File: src/rtl/shadow_capture_pkg.sv
// Shared definitions for the shadow capture ring.
//   - dump FSM state encoding (IDLE, LOAD, SHIFT, DONE)
//   - lane_len(): ceiling divide of snapshot bits over output lanes
//   - ptr_w():    ring pointer width, never below 1 bit
package shadow_capture_pkg;

  typedef logic [1:0] dump_state_t;

  localparam dump_state_t StIdle  = 2'd0;
  localparam dump_state_t StLoad  = 2'd1;
  localparam dump_state_t StShift = 2'd2;
  localparam dump_state_t StDone  = 2'd3;

  function automatic int unsigned lane_len(input int unsigned bits, input int unsigned chains);
    return (bits + chains - 1) / chains;
  endfunction

  function automatic int unsigned ptr_w(input int unsigned depth);
    return (depth > 1) ? $clog2(depth) : 1;
  endfunction

endpackage

File: src/rtl/shadow_snapshot_ram.sv
// Snapshot storage: DEPTH x W words, one synchronous write port and one
// combinational read port. The dump FSM's LOAD state acts as the read register.
// Ports:
//   clk    in  clock
//   we     in  write enable
//   waddr  in  write slot
//   wdata  in  snapshot word to store
//   raddr  in  read slot
//   rdata  out stored word at raddr (combinational)
module shadow_snapshot_ram #(
  parameter int unsigned DEPTH = 4,
  parameter int unsigned W     = 64,
  parameter int unsigned PTR_W = 2
) (
  input  logic             clk,
  input  logic             we,
  input  logic [PTR_W-1:0] waddr,
  input  logic [W-1:0]     wdata,
  input  logic [PTR_W-1:0] raddr,
  output logic [W-1:0]     rdata
);

  logic [W-1:0] mem [DEPTH];

  // No reset: slot contents are only read after being written.
  always_ff @(posedge clk) begin
    if (we) mem[waddr] <= wdata;
  end

  assign rdata = mem[raddr];

endmodule

File: src/rtl/shadow_capture_ring.sv
// Multi-snapshot shadow capture: freezes up to DEPTH copies of din on
// capture_en and drains them oldest-first over CHAINS_OUT serial lanes
// (LSB first, valid/ready handshake). Lane j carries W[j*L +: L].
// Optional feature macro: SHADOW_CAPTURE_TSTAMP_EN appends a free-running
// TS_WIDTH timestamp in the low bits of each snapshot word.
// Ports:
//   clk, rst_n       clock, asynchronous active-low reset
//   capture_en, din  snapshot request and state vector
//   clear            synchronous flush of ring, FSM and overflow
//   dump_req         level request to drain snapshots
//   chains_out       one bit per lane per beat
//   chains_out_vld   beat valid
//   chains_out_rdy   beat accepted when high with vld
//   chains_out_done  one-cycle pulse after the last beat of a snapshot
//   occupancy        stored snapshot count
//   overflow         sticky: a capture was dropped
module shadow_capture_ring
  import shadow_capture_pkg::*;
#(
  parameter int unsigned DFF_BITS   = 64,
  parameter int unsigned CHAINS_OUT = 4,
  parameter int unsigned DEPTH      = 4,
  parameter int unsigned TS_WIDTH   = 16
) (
  input  logic                       clk,
  input  logic                       rst_n,
  input  logic                       capture_en,
  input  logic [DFF_BITS-1:0]        din,
  input  logic                       clear,
  input  logic                       dump_req,
  output logic [CHAINS_OUT-1:0]      chains_out,
  output logic                       chains_out_vld,
  input  logic                       chains_out_rdy,
  output logic                       chains_out_done,
  output logic [$clog2(DEPTH+1)-1:0] occupancy,
  output logic                       overflow
);

`ifdef SHADOW_CAPTURE_TSTAMP_EN
  localparam int unsigned TS_BITS = TS_WIDTH;
`else
  // Timestamp absent; TS_WIDTH kept in the expression only so it stays referenced.
  localparam int unsigned TS_BITS = 0 * TS_WIDTH;
`endif
  localparam int unsigned W_BITS = DFF_BITS + TS_BITS;
  localparam int unsigned L      = lane_len(W_BITS, CHAINS_OUT);
  localparam int unsigned CNT_W  = $clog2(L + 1);
  localparam int unsigned PTR_W  = ptr_w(DEPTH);
  localparam int unsigned OCC_W  = $clog2(DEPTH + 1);
  localparam int unsigned PAD_W  = CHAINS_OUT * L;

  logic [W_BITS-1:0] wdata, rdata;
  logic [PAD_W-1:0]  word_pad;
  logic [PTR_W-1:0]  wr_ptr_q, wr_ptr_d, rd_ptr_q, rd_ptr_d;
  logic [OCC_W-1:0]  occ_q, occ_d;
  logic              ovf_q, ovf_d;
  dump_state_t       state_q, state_d;
  logic [CNT_W-1:0]  cnt_q, cnt_d;
  logic [L-1:0]      lane_q [CHAINS_OUT];
  logic [L-1:0]      lane_d [CHAINS_OUT];
  logic              push, pop, beat;

`ifdef SHADOW_CAPTURE_TSTAMP_EN
  logic [TS_WIDTH-1:0] ts_q;

  always_ff @(posedge clk or negedge rst_n) begin
    if (!rst_n) ts_q <= '0;
    else        ts_q <= ts_q + 1'b1;
  end

  assign wdata = {din, ts_q};
`else
  assign wdata = din;
`endif

  function automatic logic [PTR_W-1:0] ptr_inc(input logic [PTR_W-1:0] p);
    return (p == PTR_W'(DEPTH - 1)) ? '0 : p + 1'b1;
  endfunction

  shadow_snapshot_ram #(
    .DEPTH (DEPTH),
    .W     (W_BITS),
    .PTR_W (PTR_W)
  ) u_ram (
    .clk   (clk),
    .we    (push & ~clear),
    .waddr (wr_ptr_q),
    .wdata (wdata),
    .raddr (rd_ptr_q),
    .rdata (rdata)
  );

  // Zero-extend so bits past W_BITS shift out as 0 on the top lane.
  assign word_pad = PAD_W'(rdata);

  always_comb begin
    pop      = (state_q == StDone);
    // A slot freed by this cycle's pop can be refilled in the same cycle.
    push     = capture_en & ((occ_q < OCC_W'(DEPTH)) | pop);
    beat     = (state_q == StShift) & chains_out_rdy;
    wr_ptr_d = wr_ptr_q;
    rd_ptr_d = rd_ptr_q;
    occ_d    = occ_q;
    ovf_d    = ovf_q;
    state_d  = state_q;
    cnt_d    = cnt_q;
    lane_d   = lane_q;

    if (push) wr_ptr_d = ptr_inc(wr_ptr_q);
    if (capture_en & ~push) ovf_d = 1'b1;

    case ({push, pop})
      2'b10:   occ_d = occ_q + 1'b1;
      2'b01:   occ_d = occ_q - 1'b1;
      default: occ_d = occ_q;
    endcase

    case (state_q)
      StIdle: begin
        if (dump_req && occ_q != '0) state_d = StLoad;
      end
      StLoad: begin
        for (int j = 0; j < CHAINS_OUT; j++) lane_d[j] = word_pad[j*L +: L];
        cnt_d   = CNT_W'(L);
        state_d = StShift;
      end
      StShift: begin
        if (beat) begin
          for (int j = 0; j < CHAINS_OUT; j++) lane_d[j] = lane_q[j] >> 1;
          cnt_d = cnt_q - 1'b1;
          if (cnt_q == CNT_W'(1)) state_d = StDone;
        end
      end
      StDone: begin
        rd_ptr_d = ptr_inc(rd_ptr_q);
        // Occupancy after this pop is nonzero iff it was above 1 now.
        state_d  = (dump_req && occ_q != OCC_W'(1)) ? StLoad : StIdle;
      end
      default: state_d = StIdle;
    endcase

    if (clear) begin
      wr_ptr_d = '0;
      rd_ptr_d = '0;
      occ_d    = '0;
      ovf_d    = 1'b0;
      state_d  = StIdle;
    end
  end

  always_ff @(posedge clk or negedge rst_n) begin
    if (!rst_n) begin
      wr_ptr_q <= '0;
      rd_ptr_q <= '0;
      occ_q    <= '0;
      ovf_q    <= 1'b0;
      state_q  <= StIdle;
      cnt_q    <= '0;
      for (int j = 0; j < CHAINS_OUT; j++) lane_q[j] <= '0;
    end else begin
      wr_ptr_q <= wr_ptr_d;
      rd_ptr_q <= rd_ptr_d;
      occ_q    <= occ_d;
      ovf_q    <= ovf_d;
      state_q  <= state_d;
      cnt_q    <= cnt_d;
      for (int j = 0; j < CHAINS_OUT; j++) lane_q[j] <= lane_d[j];
    end
  end

  assign chains_out_vld  = (state_q == StShift);
  assign chains_out_done = pop & ~clear;
  assign occupancy       = occ_q;
  assign overflow        = ovf_q;

  always_comb begin
    chains_out = '0;
    for (int j = 0; j < CHAINS_OUT; j++) chains_out[j] = chains_out_vld & lane_q[j][0];
  end

endmodule

File: config.mk
export PLATFORM = sky130hd
export DESIGN_NAME = shadow_capture_ring
export DESIGN_NICKNAME = d
export VERILOG_FILES = /design/src/rtl/shadow_capture_pkg.sv /design/src/rtl/shadow_snapshot_ram.sv /design/src/rtl/shadow_capture_ring.sv
export SDC_FILE = /design/constraint.sdc
export NUM_CORES = 1
export LEC_CHECK = 0
export ABC_AREA = 1
export BUFFER_PORTS_ARGS = -buffer_cell sky130_fd_sc_hd__buf_2
export CAP_MARGIN = 5
export CORE_ASPECT_RATIO = 1.75
export CORE_MARGIN = 3
export CORE_UTILIZATION = 50
export CTS_CLUSTER_DIAMETER = 40
export DETAILED_ROUTE_END_ITERATION = 6
export PLACE_DENSITY_LB_ADDON = 0.1
export SLEW_MARGIN = 15
export SYNTH_ARGS = -nofsm -noshare
export SYNTH_HDL_FRONTEND = slang
export SYNTH_SLANG_ARGS = --single-unit
export TNS_END_PERCENT = 20
File: constraint.sdc
create_clock -name clk -period 9.9 [get_ports clk]
set_input_delay 1.485 -clock clk [delete_from_list [all_inputs] [get_ports clk]]
set_output_delay 1.485 -clock clk [all_outputs]
set_load 0.005 [all_outputs]
== Word level (Yosys, flattened, before mapping) ==
Memories as Yosys holds them, arrays and structs flattened.
Cells that the tools add are included.

* Register bits after elaboration: 79
* Logic and storage cells: 75
* Bits of input ports: 70
* Memory bits (writable): 256
* Output and inout bits: 10
* Memories kept: 1

{| class="wikitable"
|+ Memories
! name !! words !! bits a word !! read ports !! clocked after memory_dff !! write ports !! RTL line !! source
|-
| u_ram.mem || 4 || 64 || 1 || 0 || 1 || shadow_snapshot_ram.sv:23 || <nowiki>logic [W-1:0] mem [DEPTH];</nowiki>
|}

* Eq/ne operators: 13
* Order comparisons: 1
* Reduce and logical (&&, ||, !) cells: 11
* Multiplexer cells: 22
* Bitwise operators: 12
* Add/sub/neg operators: 5

{| class="wikitable"
|+ Operators with widths
! operator !! count
|-
| $pmux 64 s2 || 1
|-
| $mux 64 || 1
|-
| $mux 2 || 10
|-
| $eq 2x2->1 const B || 5
|-
| $pmux 5 s2 || 1
|-
| $and 1x1->1 || 9
|-
| $pmux 2 s4 || 1
|-
| $reduce_bool 2->1 || 4
|-
| $ne 3x2->1 const B || 2
|-
| $pmux 3 s2 || 1
|-
| $reduce_bool 3->1 || 2
|-
| $eq 5x1->1 const B || 1
|-
| $mux 1 || 5
|-
| $mux 5 || 1
|-
| $sub 5x1->5 const B || 1
|-
| $add 2x1->2 const B || 2
|-
| $eq 2x1->1 const B || 2
|-
| $add 3x1->3 const B || 1
|-
| $lt 3x3->1 const B || 1
|-
| $mux 3 || 1
|-
| $ne 3x1->1 const B || 1
|-
| $ne 3x3->1 const B || 1
|-
| $reduce_and 3->1 || 1
|-
| $sub 3x1->3 const B || 1
|-
| 6 further kinds || 8
|}

== Depth between registers and ports, before layout ==
Gate-level depths: netlist of the first run.

* Depth in word-level cells: 7
* Depth in mapped cells: 11
* Mapped depth without buffers: 9

== Cells and area by module ==
A second synthesis of the first run with hierarchy kept.

* Cell total of the unflattened synthesis: 1486
* Area, all modules: 14570.2 um2

{| class="wikitable"
|+ Modules (own cells, without submodules)
! module !! cells each !! sequential area each (um2) !! times used !! area an instance (um2)
|-
| shadow_snapshot_ram || 1010 || 7687.4 || 1 || 10761.6
|-
| shadow_capture_ring || 476 || 1976.9 || 1 || 3808.7
|}

== Worst setup path after synthesis of the first run ==
No wires, ideal clock.

* Path kind: in2reg
* From: input clear
* To: memory u_ram.mem[0][0], enable pin
* Data required time: 9414 ps
* Setup time: 486 ps
* Path slack: 4727 ps
* Buffers on the path: 1
* Cell stages on the path: 4
* Arrival time: 4687 ps
* Path through: inv_1 -> clkbuf_1 -> nand2_1 -> nor2_1

* Longest elaborated chain between the ends: 4

{| class="wikitable"
|+ Ends and longest elaborated chain
! element !! RTL line !! source
|-
| start: declaration || shadow_capture_ring.sv:29 || <nowiki>input logic clear,</nowiki>
|-
| $not 1->1 || shadow_capture_ring.sv:86 || <nowiki>.we (push & ~clear),</nowiki>
|-
| $and 1x1->1 || shadow_capture_ring.sv:86 ||
|-
| $mux 1 || shadow_snapshot_ram.sv:27 || <nowiki>if (we) mem[waddr] <= wdata;</nowiki>
|-
| $mux 1 (implied by the code) || shadow_snapshot_ram.sv:27 ||
|-
| end: declaration || shadow_snapshot_ram.sv:23 ||
|}

No other way between the ends.

== Worst setup path after layout of the first run ==
* From: register state_q[0]
* To: output chains_out[0]

* Longest elaborated chain between the ends: 2

{| class="wikitable"
|+ Ends and longest elaborated chain
! element !! RTL line !! source
|-
| start: declaration || shadow_capture_ring.sv:57 || <nowiki>dump_state_t state_q, state_d;</nowiki>
|-
| start signal: assignment || shadow_capture_ring.sv:157 || <nowiki>state_q <= StIdle;</nowiki>
|-
| start signal: assignment || shadow_capture_ring.sv:165 || <nowiki>state_q <= state_d;</nowiki>
|-
| $eq 2x2->1 || shadow_capture_ring.sv:171 || <nowiki>assign chains_out_vld = (state_q == StShift);</nowiki>
|-
| $and 1x1->1 || shadow_capture_ring.sv:178 || <nowiki>for (int j = 0; j < CHAINS_OUT; j++) chains_out[j] = chains_out_vld & lane_q[j][0];</nowiki>
|-
| end: declaration || shadow_capture_ring.sv:31 || <nowiki>output logic [CHAINS_OUT-1:0] chains_out,</nowiki>
|}

No other way between the ends.

==> results of run 1 <==
## per-stage QoR
stage               power [uW]  hold WS [ps]  cell area [um2]
finish                    4080           492            15700
global route              4330           506            15700
CTS                       4130           496            15700
detailed placement        2760           479            14500
global placement          2740           475            14500
floorplan                 2540           442            13900
## power by group
| group | switching (uW) | internal [uW] |
|---|---|---|
| logic | 617 | 286 |
| clock network | 536 | 828 |
| registers | 82.6 | 1730 |
| total | 1240 | 2850 |
## final cells by class
type / instances / area share
Clock buffer: 49 / 0.0664
Clock inverter: 15 / 0.0121
Inverter: 89 / 0.0214
Multi-Input combinational cell: 784 / 0.224
Sequential cell: 335 / 0.616
Tap cell: 369 / 0.0294
Timing Repair Buffer: 90 / 0.0306
## kinds of logic (layout without fill, tap and decap cells)
kind of cell | count (synthesis) | count (layout) | synth area share
fa+ha+maj | 14 | 14 | 0.0126
xor+xnor | 2 | 2 | 0.00126
compound gates | 99 | 99 | 0.0371
buf+inv | 158 | 243 | 0.0535
simple gates | 669 | 669 | 0.200
flops | 335 | 335 | 0.696
## worst min-delay path by stage
stage | startpoint | end | slack, ps | cells past startpoint
after floorplan | lane_q[31] | lane_q[31] | 440 | 2
after detailed placement | lane_q[47] | lane_q[47] | 480 | 2
after global routing | cnt_q[4] | cnt_q[4] | 510 | 1
after global placement | cnt_q[4] | cnt_q[4] | 480 | 1
after CTS | lane_q[47] | lane_q[47] | 500 | 2
final | cnt_q[4] | cnt_q[4] | 490 | 1
## cells in the mapped netlist, types with 2 or more instances
cell,number,area (um2)
o22ai_1,4,25.0
inv_2,2,7.51
nand2_2,2,12.5
a21oi_1,6,30.0
edfxtp_1,256,7690
ha_1,14,175
o211ai_1,5,37.5
buf_6,11,124
inv_1,87,327
nand4_1,2,12.5
buf_4,5,37.5
nand3_1,178,891
o21ai_0,21,105
buf_2,38,190
or2_2,4,25.0
nand2_1,454,1700
nor3_1,2,10.0
clkbuf_1,14,52.6
nor2_1,24,90.1
xnor2_1,2,17.5
dfrtp_1,79,1980
o21ai_1,62,310
## critical path: cells and delay by family, from the launching register on
kind	cells	cell delay [ps]
adder cells (fa/ha/maj)	1	570
buffers and inverters	4	790
flip-flops	1	420
AND/OR/NAND/NOR	1	90
## sequential cells by signal, indices dropped and copies added, names as in the netlist
register	cells
cnt_q	5
lane_q	64
occupancy	3
overflow	1
rd_ptr_q	2
state_q	2
u_ram.mem	256
wr_ptr_q	2
## per-layer routing
layer	share of wire	track usage	routed length, um	vias to the layer above
li1	-	-	-	4385
met1	0.40	0.219	11200	4344
met2	0.54	0.363	15200	150
met3	0.036	0.0300	1010	50
met4	0.024	0.0607	687	0
met5	0	0	0	-
==> flow_summary_export.csv, run 1 <==
group,metric,value,unit
yosys,async_flop_share,0.236,
routing,drc,0,
sta,tightest_slew,1030,ps
routing,num_vias,8929,
place,port_buffers,79,
finish,final_common_cell,"nand2_1",
clock_network,htree_levels,2,
sta,clock_skew,10.1,ps
setup_path,critPathCapture,"chains_out[0]",
finish,drive_above_1_share,0.120,
grt,grt_use_total,0.191,
setup_path,arrival,2400,ps
floorplanning,io_pins,80,
clock_network,ctsLongestPathBuffers,3,
clock_network,path_clk_slew,60,ps
clock_network,cts_root_buf,"clkbuf_16",
sta,rsz0062_at_grt,"false",
setup_path,slowest_delay,570,ps
clock_network,cts_tree,"built",
job,maxCapViolations,0,
routing,first_iter_violations,503,
finish,antennaDiodeCount,0,
yosys,ys_types,27,
sta,fin_ws,6010,ps
setup_path,worst_path_max_delay_cell,"ha_2",
sta,finalSetupTns,0,ps
clock_network,postCtsSetupBuffers,0,
finish,nFillCells,2334,
floorplanning,rows,80,
setup_path,cp_data_required_time,8420,ps
setup_path,startpoint_type,"flop",
routing,wl_per_cell,16.2,um
clock_network,ctsHoldBuffers,0,
clock_network,cts_buffers,36,
grt,grt_pass1_wl,45100,um
routing,vias_per_cell,5.16,
yosys,ys_ff_latch,335,
yosys,ys_warn_count,0,
setup_path,worst_r2r_startpoint,"state_q[0]",
finish,multi_input_area,3520,um2
floorplanning,start_util,0.508,
sta,slew_headroom,0.315,
clock_network,cts_sinks,335,
pwr,power_density,260,nW/um2
place,dp_cells,1667,
yosys,ys.flop_type,"edfxtp_1",
grt,overflow,0,
finish,fin_cells,1731,
yosys,syn_area_per_cell,10.9,um2
sta,max_freq,257,MHz
finish,synthToLayoutAreaGrowth,13.1,%
finish,final_cell_mix,"nand2_1, edfxtp_1, nand3_1",
sta,slew_viol_final,0,
yosys,synth_edf_count,256,
place,hpwl,15300,um
grt,antenna_found_initial,0,
setup_path,crit_chain,"inv_1 -> ha_2 -> buf_4 -> nand2_1 -> inv_1 -> buf_2",
yosys,synth_area,13900,um2
setup_path,cp_max_fo,36,
setup_path,r2r-end,"cnt_q[0]",
clock_network,cts_resized,0,
status,status,"complete, no violations",
sta,period_needed,3890,ps
setup_path,cp-end-kind,"output pin",
setup_path,crit_top_cell,"inv_1",
sta,setup_viol_count_final,0,
routing,wirelength,28100,um
routing,dr.pass1.iters,5,
finish,ff_latch_area,9670,um2
floorplanning,die_height,226,um
yosys,synth_nets,1361,
place,post-place-ws,6260,ps
finish,nets,1420,
setup_path,crit_path_start,"state_q[0]",
pwr,worst_ir_drop_vdd,166,uV
floorplanning,die-area,29900,um2
worst_hold_path,hold_class,"reg -> reg",
pwr,p_leak,0.00642,uW
place,gp_congestion,0.716,
grt,first_global_vias,8761,
floorplanning,fp.dieW,132,um
clock_network,clkLatencyLatePin,520,ps
setup_path,ff2ff_setup_slack,6760,ps
finish,fin_util,0.575,
yosys,netlist_instances,1277,
floorplanning,core,27300,um2
setup_path,crit_type,"reg -> out",
sta,hold_viol,0,
sta,layout_worst_path_cycle_share,0.392,
routing,antenna_left,0,
yosys,seq_area_frac_synth,0.696,
grt,grt_max_degree,119,
setup_path,rr_worst_depth,8,
(Power assumes the default switching activity.)
==> run 2: changes to the inputs <==
--- a/config.mk
+++ b/config.mk
@@ -5,7 +5,7 @@
 export SDC_FILE = /design/constraint.sdc
 export NUM_CORES = 1
 export LEC_CHECK = 0
-export ABC_AREA = 1
+export ABC_AREA = 0
 export BUFFER_PORTS_ARGS = -buffer_cell sky130_fd_sc_hd__buf_2
 export CAP_MARGIN = 5
 export CORE_ASPECT_RATIO = 1.75
==> constraint.sdc (replaced) <==
create_clock -name clk -period 3.2 [get_ports clk]
set_input_delay 0.48 -clock clk [delete_from_list [all_inputs] [get_ports clk]]
set_output_delay 0.48 -clock clk [all_outputs]
set_load 0.005 [all_outputs]
==> flow_summary_export.csv, run 2 <==
group,metric,value,unit
sta,finalSetupTns,0,ps
place,hpwl,17000,um
routing,wirelength,27300,um
setup_path,crit_type,"reg -> reg",
job,maxCapViolations,0,
grt,antenna_found_initial,6,
floorplanning,rows,79,
yosys,synth_edf_count,256,
place,port_buffers,79,
yosys,ys_top_cells_by_count,"edfxtp_1, dfrtp_1, mux2i_1, mux4_2, a21oi_1",
clock_network,ctsLongestPathBuffers,3,
place,gp_congestion,0.747,
pwr,pwr-share-seq,0.458,
routing,antenna_left,0,
setup_path,worst_r2r_startpoint,"state_q[1]",
yosys,syn_area_per_cell,17.3,um2
finish,stdcell_area,16000,um2
status,status,"complete, no violations",
floorplanning,core,26900,um2
finish,synthToLayoutAreaGrowth,15.9,%
clock_network,cts_tree,"built",
setup_path,worst_path_max_delay_cell,"and2_4",
sta,holdWs,61.4,ps
sta,clock_skew,21.4,ps
setup_path,cp_max_fo,31,
pwr,p_int,9200,uW
yosys,synth_top_family_by_area,"multiplexers",
yosys,synth_top_area_frac,0.556,
sta,layout_worst_path_cycle_share,0.813,
pwr,worst_ir_drop_vdd,502,uV
sta,setup_viol_count_final,0,
clock_network,postCtsSetupBuffers,0,
sta,slew_headroom,0.449,
yosys,synth_fa_ha_area_frac,0.0127,
finish,final_cell_mix,"edfxtp_1, dfrtp_1, buf_2",
routing,wl_per_cell,21.4,um
yosys,netlist_instances,798,
setup_path,crit_path_start,"state_q[1]",
clock_network,cts_sinks,335,
yosys,ys_types,33,
floorplanning,die_height,226,um
pwr,p_sw,3540,uW
routing,first_iter_violations,376,
yosys,seq_area_frac_synth,0.699,
pwr,p_leak,0.00572,uW
routing,drc,0,
grt,overflow,0,
setup_path,arrival,2820,ps
setup_path,cp_data_required_time,3420,ps
pwr,swShare,0.278,
finish,reg_top3,"u_ram.mem: 256 flops, lane_q: 64 flops, cnt_q: 5 flops",
sta,tightest_slew,827,ps
yosys,synth_mux_area_frac,0.152,
floorplanning,io_pins,80,
finish,final_common_cell,"edfxtp_1",
routing,dr.pass1.iters,4,
sta,rsz0062_at_grt,"false",
yosys,synth_nets,882,
yosys,ys.flop_type,"edfxtp_1",
yosys,synth_most_common_cell,"edfxtp_1",
routing,vias_per_cell,5.62,
setup_path,slowest_delay,580,ps
sta,slew_viol_final,0,
setup_path,cp_num_buf_inv,1,
floorplanning,die-area,29800,um2
yosys,ys_warn_count,0,
clock_network,htree_levels,2,
sta,max_freq,385,MHz
finish,nets,969,
grt,grt_max_degree,58,
sta,period_needed,2600,ps
floorplanning,fp.dieW,132,um
finish,largest_reg_flops,256,
setup_path,crit_chain,"ha_1 -> o21ai_0 -> nor2_1 -> and2_4 -> buf_4",
floorplanning,start_util,0.514,
pwr,combinationalPowerShare,0.209,
clock_network,cts_buffers,36,
yosys,synth_xor_area_frac,0.00507,
pwr,power_density,795,nW/um2
setup_path,cp-end-kind,"flop",
yosys,synth_top_cell_by_area,"edfxtp_1",
pwr,p_clk_frac,0.333,
clock_network,cts_resized,0,
place,place_area,14800,um2
clock_network,clkLatencyLatePin,520,ps
grt,grt_pass1_wl,43300,um
sta,hold_viol,0,
yosys,ys_ff_latch,335,
yosys,synth-simple-area-share,0.0426,
yosys,async_flop_share,0.236,
yosys,synth_compound_area_frac,0.0662,
finish,drive_above_1_share,0.257,
clock_network,path_clk_slew,70,ps
grt,first_global_vias,7811,
grt,grt_use_total,0.188,
clock_network,cts_root_buf,"clkbuf_16",
worst_hold_path,hold_class,"in -> async",
routing,num_vias,7172,
setup_path,startpoint_type,"flop",
finish,regMostFlops,"u_ram.mem",
setup_path,crit_family,"simple AND/OR/NAND/NOR gates",
yosys,synthTopCellsByArea,"edfxtp_1, dfrtp_1, mux4_2",
clock_network,ctsHoldBuffers,0,
yosys,synth_area,13800,um2
-- run 2: changes by cell type after synthesis, moves of 56 or more --
cell	delta
mux2i_1	+66
mux4_2	+64
a211oi_1	+61
a21oi_1	+56
o21ai_1	-62
nor2b_1	+61
nand2_1	-446
nand3_1	-178
inv_1	-74
-- run 2: worst register-to-register path, stage by stage (launching register included) --
cell     delay (ps)
dfrtp_1         450
ha_1            350
o21ai_0         310
nor2_1          340
and2_4          580
buf_4           300
-- run 2: power groups by stage --
stage / combinational [uW] / clock [uW] / sequential [uW]
2_1_floorplan: 2050 / 0 / 5770
3_3_place_gp: 2560 / 0 / 5890
3_5_place_dp: 2690 / 0 / 5930
4_1_cts: 2700 / 4350 / 5840
5_1_grt: 3000 / 4520 / 5930
6_report: 2660 / 4240 / 5840
-- run 2: cells by family (layout without fill, tap and decap cells) --
kind of cell / Yosys count / count (layout)
DFF: 335 / 335
AOI/OAI and AO/OA: 144 / 144
muxes: 130 / 130
and+or+nand+nor: 100 / 100
buffers and inverters: 67 / 179
adders and majority gates: 14 / 14
xor gates and xnor gates: 8 / 8
other: 0 / 3
-- run 2: metrics by stage --
stage,std cells,worst slack [ps],power [uW],util
2_1_floorplan,798,82.3,7820,-
3_3_place_gp,1211,716,8450,0.550
3_5_place_dp,1211,613,8610,0.550
4_1_cts,1274,593,12900,0.596
5_1_grt,1276,457,13400,0.596
6_report,1277,600,12700,0.596
-- run 2: cell type report --
cell class | instances | area, um2
Multi-Input combinational cell | 396 | 3890
Sequential cell | 335 | 9670
Fill cell | 2065 | 10900
Antenna cell | 3 | 7.51
Tap cell | 364 | 455
Timing Repair Buffer | 103 | 731
Inverter | 13 | 48.8
Clock inverter | 20 | 250
Clock buffer | 43 | 978
-- run 2: path summary, 6_finish.rpt --
check,to,slack (ps),cells past startpoint
max,u_ram.mem[0][38],600,5
min,lane_q[47],60,1
max reg2reg,u_ram.mem[0][38],600,5
min reg2reg,overflow,490,2
max in group asynchronous,lane_q[14],2420,2
min in group clk,u_ram.mem[0][46],180,1
-- run 2: routing by layer --
metal  global-route usage  part of all wire
met1                0.217              0.38
met2                0.347              0.55
met3               0.0352             0.044
met4               0.0726             0.026
met5                    0           0.00088
